--- src/rtl/idu_queued.sv ---
// idu_queued: DEPTH-entry instruction queue + head decode + bypassed regfile; define IDU_PERF_CNT_EN for perf counters
module idu_queued #(
  parameter int XLEN  = 32,
  parameter int PC_W  = 32,
  parameter int DEPTH = 4,
  parameter int NREG  = 32
)(
  input  logic                     clk,
  input  logic                     rst_n,
  input  logic                     in_valid,
  output logic                     in_ready,
  input  logic [PC_W-1:0]          in_pc,
  input  logic [31:0]              in_instr,
  input  logic                     flush,
  input  logic                     wb_wen,
  input  logic [4:0]               wb_waddr,
  input  logic [XLEN-1:0]          wb_wdata,
  output logic                     out_valid,
  input  logic                     out_ready,
  output logic [PC_W-1:0]          out_pc,
  output logic [31:0]              out_instr,
  output logic [4:0]               out_rs1,
  output logic [4:0]               out_rs2,
  output logic [4:0]               out_rd,
  output logic [XLEN-1:0]          out_imm,
  output logic [XLEN-1:0]          out_rdata1,
  output logic [XLEN-1:0]          out_rdata2,
  output logic                     out_illegal,
  output logic [$clog2(DEPTH):0]   count
`ifdef IDU_PERF_CNT_EN
  ,
  output logic [31:0]              perf_stall,
  output logic [31:0]              perf_issued
`endif
);
  localparam int PW = $clog2(DEPTH);
  localparam int RW = $clog2(NREG);
  logic [PC_W-1:0] pc_q [DEPTH];
  logic [31:0] instr_q [DEPTH];
  logic [XLEN-1:0] rf [NREG];
  logic [PW-1:0] head, tail;
  logic push, pop;
  logic [31:0] hi;
  logic [6:0] op;
  logic i_t, s_t, b_t, u_t, j_t, r_t, wen_ok;
  function automatic logic fit(input logic [4:0] a);
    return int'(a) < NREG;
  endfunction
  function automatic logic ok(input logic [4:0] a);
    return (a != 5'd0) && fit(a);
  endfunction
  assign in_ready  = count != (PW+1)'(DEPTH);
  assign out_valid = count != '0;
  assign push      = in_valid && in_ready;
  assign pop       = out_valid && out_ready;
  always_ff @(posedge clk or negedge rst_n)
    if (!rst_n) begin
      head  <= '0;
      tail  <= '0;
      count <= '0;
    end else if (flush) begin
      head  <= '0;
      tail  <= '0;
      count <= '0;
    end else begin
      if (push) tail <= tail + 1'b1;
      if (pop) head <= head + 1'b1;
      count <= count + (PW+1)'(push) - (PW+1)'(pop);
    end
  always_ff @(posedge clk)
    if (push) begin
      pc_q[tail]    <= in_pc;
      instr_q[tail] <= in_instr;
    end
  // an empty queue decodes an all-zero word, which forces every field to 0
  assign hi        = out_valid ? instr_q[head] : '0;
  assign out_pc    = out_valid ? pc_q[head] : '0;
  assign out_instr = hi;
  assign op        = hi[6:0];
  assign out_rs1   = hi[19:15];
  assign out_rs2   = hi[24:20];
  assign out_rd    = hi[11:7];
  assign i_t = op == 7'b0010011 || op == 7'b0000011 || op == 7'b1100111 || op == 7'b1110011;
  assign s_t = op == 7'b0100011;
  assign b_t = op == 7'b1100011;
  assign u_t = op == 7'b0110111 || op == 7'b0010111;
  assign j_t = op == 7'b1101111;
  assign r_t = op == 7'b0110011;
  always_comb
    out_imm = i_t ? XLEN'($signed(hi[31:20]))
            : s_t ? XLEN'($signed({hi[31:25], hi[11:7]}))
            : b_t ? XLEN'($signed({hi[31], hi[7], hi[30:25], hi[11:8], 1'b0}))
            : u_t ? XLEN'($signed({hi[31:12], 12'b0}))
            : j_t ? XLEN'($signed({hi[31], hi[19:12], hi[20], hi[30:21], 1'b0}))
            : '0;
  assign out_illegal = out_valid && (hi[1:0] != 2'b11 || !(i_t || s_t || b_t || u_t || j_t || r_t)
                       || !fit(out_rs1) || !fit(out_rs2) || !fit(out_rd));
  assign wen_ok = wb_wen && ok(wb_waddr);
  always_ff @(posedge clk or negedge rst_n)
    if (!rst_n) begin
      for (int i = 0; i < NREG; i++) rf[i] <= '0;
    end else if (wen_ok) begin
      rf[wb_waddr[RW-1:0]] <= wb_wdata;
    end
  assign out_rdata1 = !ok(out_rs1) ? '0 : (wb_wen && wb_waddr == out_rs1) ? wb_wdata : rf[out_rs1[RW-1:0]];
  assign out_rdata2 = !ok(out_rs2) ? '0 : (wb_wen && wb_waddr == out_rs2) ? wb_wdata : rf[out_rs2[RW-1:0]];
`ifdef IDU_PERF_CNT_EN
  always_ff @(posedge clk or negedge rst_n)
    if (!rst_n) begin
      perf_stall  <= '0;
      perf_issued <= '0;
    end else begin
      if (out_valid && !out_ready) perf_stall <= perf_stall + 32'd1;
      if (pop) perf_issued <= perf_issued + 32'd1;
    end
`endif
endmodule

--- config.mk ---
export PLATFORM = sky130hd
export DESIGN_NAME = idu_queued
export DESIGN_NICKNAME = d
export VERILOG_FILES = /design/src/rtl/idu_queued.sv
export SDC_FILE = /design/constraint.sdc
export NUM_CORES = 2
export LEC_CHECK = 0
export ABC_AREA = 1
export BUFFER_PORTS_ARGS = -buffer_cell sky130_fd_sc_hd__buf_2
export CORE_UTILIZATION = 35
export CTS_CLUSTER_DIAMETER = 30
export CTS_CLUSTER_SIZE = 24
export DETAILED_ROUTE_END_ITERATION = 7
export PLACE_DENSITY_LB_ADDON = 0.2
export SKIP_CTS_REPAIR_TIMING = 1
export SLEW_MARGIN = 15
export SYNTH_ARGS = -nofsm -noshare
export SYNTH_HDL_FRONTEND = slang
export SYNTH_SLANG_ARGS = --single-unit
--- constraint.sdc ---
create_clock -name clk -period 7.9 [get_ports clk]
set_clock_uncertainty 0.2 [all_clocks]
set_input_delay 0.395 -clock clk [delete_from_list [all_inputs] [get_ports clk]]
set_output_delay 0.395 -clock clk [all_outputs]
set_load 0.005 [all_outputs]
==> impl_metrics.yaml <==
setup_path:
  worst-path-buf-inv: 6
  critical_path_class: "register to output pin"
  cp_data_arrival_time_ns: 6.40
  critPathMaxStageDelay_ns: 0.75
  worstPathMaxFanout: 75
  cp_cell_sequence: "clkinv_2 -> buf_4 -> nand2_1 -> nand3_1 -> nand2_4 -> nor2_4 -> buf_4 -> buf_4 -> nand2_1 -> o211ai_1 -> nand3_1 -> nand3_1 -> nand2_1 -> nand3_1 -> nand2_1 -> inv_1 -> buf_2"
  cp-start-kind: "register"
  cp_data_required_time_ns: 7.30
  path_delay_family: "buffers and inverters"
  endpoint_kind: "output pin"
  slowest_stage: "buf_4"
yosys:
  async_reset_ff_frac: 0.801
  synth.cell_area_sq_um: 68100
  synth_nets: 9339
  syn_avg_cell_area_sq_um: 7.39
  yosysSeqAreaShare: 0.491
  synth_cell_types: 36
  synth.area.top_cells: "dfrtp_1 (38%), nand2_1 (18%), nand3_1 (12%), edfxtp_1 (11%), o21ai_0 (7.6%)"
  yosysWarnings: 0
  synth_cells: 9225
  synth-edff-count: 256
  synthFlopType: "dfrtp_1"
  synth-seq-cells: 1287
  synth_top_area_cell: "dfrtp_1"
  yosysTopAreaCellShare: 0.379
routing:
  num_vias: 68000
  drtIter0Drc: 8413
  wirelength_mm: 292
  viasPerCell: 5.61
  drc: 0
  drtAntennaViolNets: 0
  dr.pass1.iters: 7
  wl_per_cell_microns: 24.1
run_status:
  failed_checks: "hold timing"
  status: "complete, but fails checks"
placement:
  hpwlAfterDp_mm: 151
  routabilityCongestion: 0.831
  portBuffers: 287
sta:
  hold_slack_ns: -0.00932
  period_needed_ns: 6.99
  rsz0062_at_grt: "false"
  tightest_slew_ns: 1.26
  min_period_over_period: 0.885
  finalHoldViolCount: 2
  finalSetupViolCount: 0
  max_freq_mhz: 143
  slew_viol_final: 0
  fin_setup_tns_ns: 0
  relSlewSlack: 0.159
die:
  num_io_pins: 288
  fp.dieW_microns: 443
  rows: 161
  die_area_sq_um: 196000
  coreArea_sq_um: 193000
  fp.dieH_microns: 443
  initial_utilization: 0.353
global_routing:
  grt_usage: 0.291
  grt_pass1_wl_mm: 430
  grt_pass1_vias: 64700
  grt_start_max_net_pins: 172
  antenna_found_initial: 11
  gr-total-overflow: 0
layout:
  final_cell_mix: "nand2_1 (3,169), nand3_1 (1,601), o21ai_0 (1,036)"
  drive_above_1_share: 0.113
  syn_to_final_growth_pct: 23.7
  fin_util: 0.437
  layout_commonest_cell: "nand2_1"
  nNetsFinal: 9438
clocking:
  cts_root_buf: "clkbuf_16"
  insertion_delay_ns: 0.94
  clkTransAtPathRegs_ns: 0.04
  tritoncts: "yes"
  htree_levels: 5
  clock_path_buffers: 4
  cts_buffers: 362
  cts.sinks: 1287
pwr:
  vdd_ir_drop_max_mv: 0.473
  p_leak_uw: 0.0381
  power_density_nw_per_um2: 507
hold_path:
  min_path_type: "primary input to asynchronous set/reset pin"
run:
  cap_violations: 0
==> per-layer routing <==
layer	GRT usage	vias to the layer above	wire (microns)
li1	-	30700	-
met1	0.381	32900	120000
met2	0.450	3693	129000
met3	0.0710	738	29200
met4	0.136	6	13600
met5	0	-	23
==> area by class of cell <==
type	instances	area [sq um]
Multi-Input combinational cell	6832	30400
Timing Repair Buffer	530	3740
Clock buffer	481	10200
Tap cell	2526	3160
Sequential cell	1287	33500
Clock inverter	152	1980
Antenna cell	8	20.0
Fill cell	19300	109000
Inverter	311	1210
==> cell families after synthesis <==
family | count (synthesis) | share of synthesized area
simple gates | 5356 | 0.327
flops | 1287 | 0.491
fa+ha+maj | 7 | 0.00140
buf+inv | 1106 | 0.0680
xor+xnor | 4 | 0.000514
compound gates | 1465 | 0.112
==> Yosys cell counts (6+ instances only) <==
master and count:
a21oi_1 289, buf_1 62, buf_2 261, buf_4 27, buf_6 7, clkbuf_1 438
dfrtp_1 1031, edfxtp_1 256, ha_1 6, inv_1 289, inv_2 20, nand2_1 3197
nand3_1 1603, nand4_1 11, nor2_1 506, nor3_1 15, o211ai_1 85, o211ai_2 6
o21ai_0 1036, o21ai_1 41
==> through the flow <==
step	cell area, sq um	setup WS [ns]	hold WS (ns)	instances	total power [uW]
after floorplan	68100	3.82	-0.101	9225	20100
after global placement	70800	1.98	0.166	11400	27700
after detailed placement	70800	1.99	0.168	11400	27700
after CTS	83100	0.959	-0.752	12000	42500
after global routing	84300	0.473	-0.00462	12100	44800
final	84300	0.908	-0.00932	12100	42800
==> state kept, by name, indices dropped and copies added, names as in the netlist <==
name,count
head,2
count,3
rf,1024
pc_q,128
instr_q,128
tail,2
==> final timing paths <==
kind                            from             end  slack [ns]  cells after the start
setup / recovery             head[0]  out_rdata1[11]        0.91                     17
setup reg to reg            count[1]  instr_q[1][26]        4.99                      5
hold / removal                 rst_n           rf[6]      -0.009                      3
min in group clk           in_pc[17]     pc_q[1][17]        0.01                      2
max in group asynchronous      rst_n         rf[638]        6.01                      4
hold reg to reg             rf[1022]        rf[1022]        0.18                      0
==> worst reg2reg max path, stage by stage (launching register included) <==
cell	delay, ns
dfrtp_1	0.40
inv_2	0.08
nand3_1	0.08
nand2_1	0.29
nor2_4	0.64
buf_4	0.75
==> where the power goes <==
group	leakage [uW]	switching [uW]	internal, uW
clock	0.00598	4320	10300
sequential	0.0155	832	7990
combinational	0.0166	14100	5180
Power figures use the tool's default switching activity.
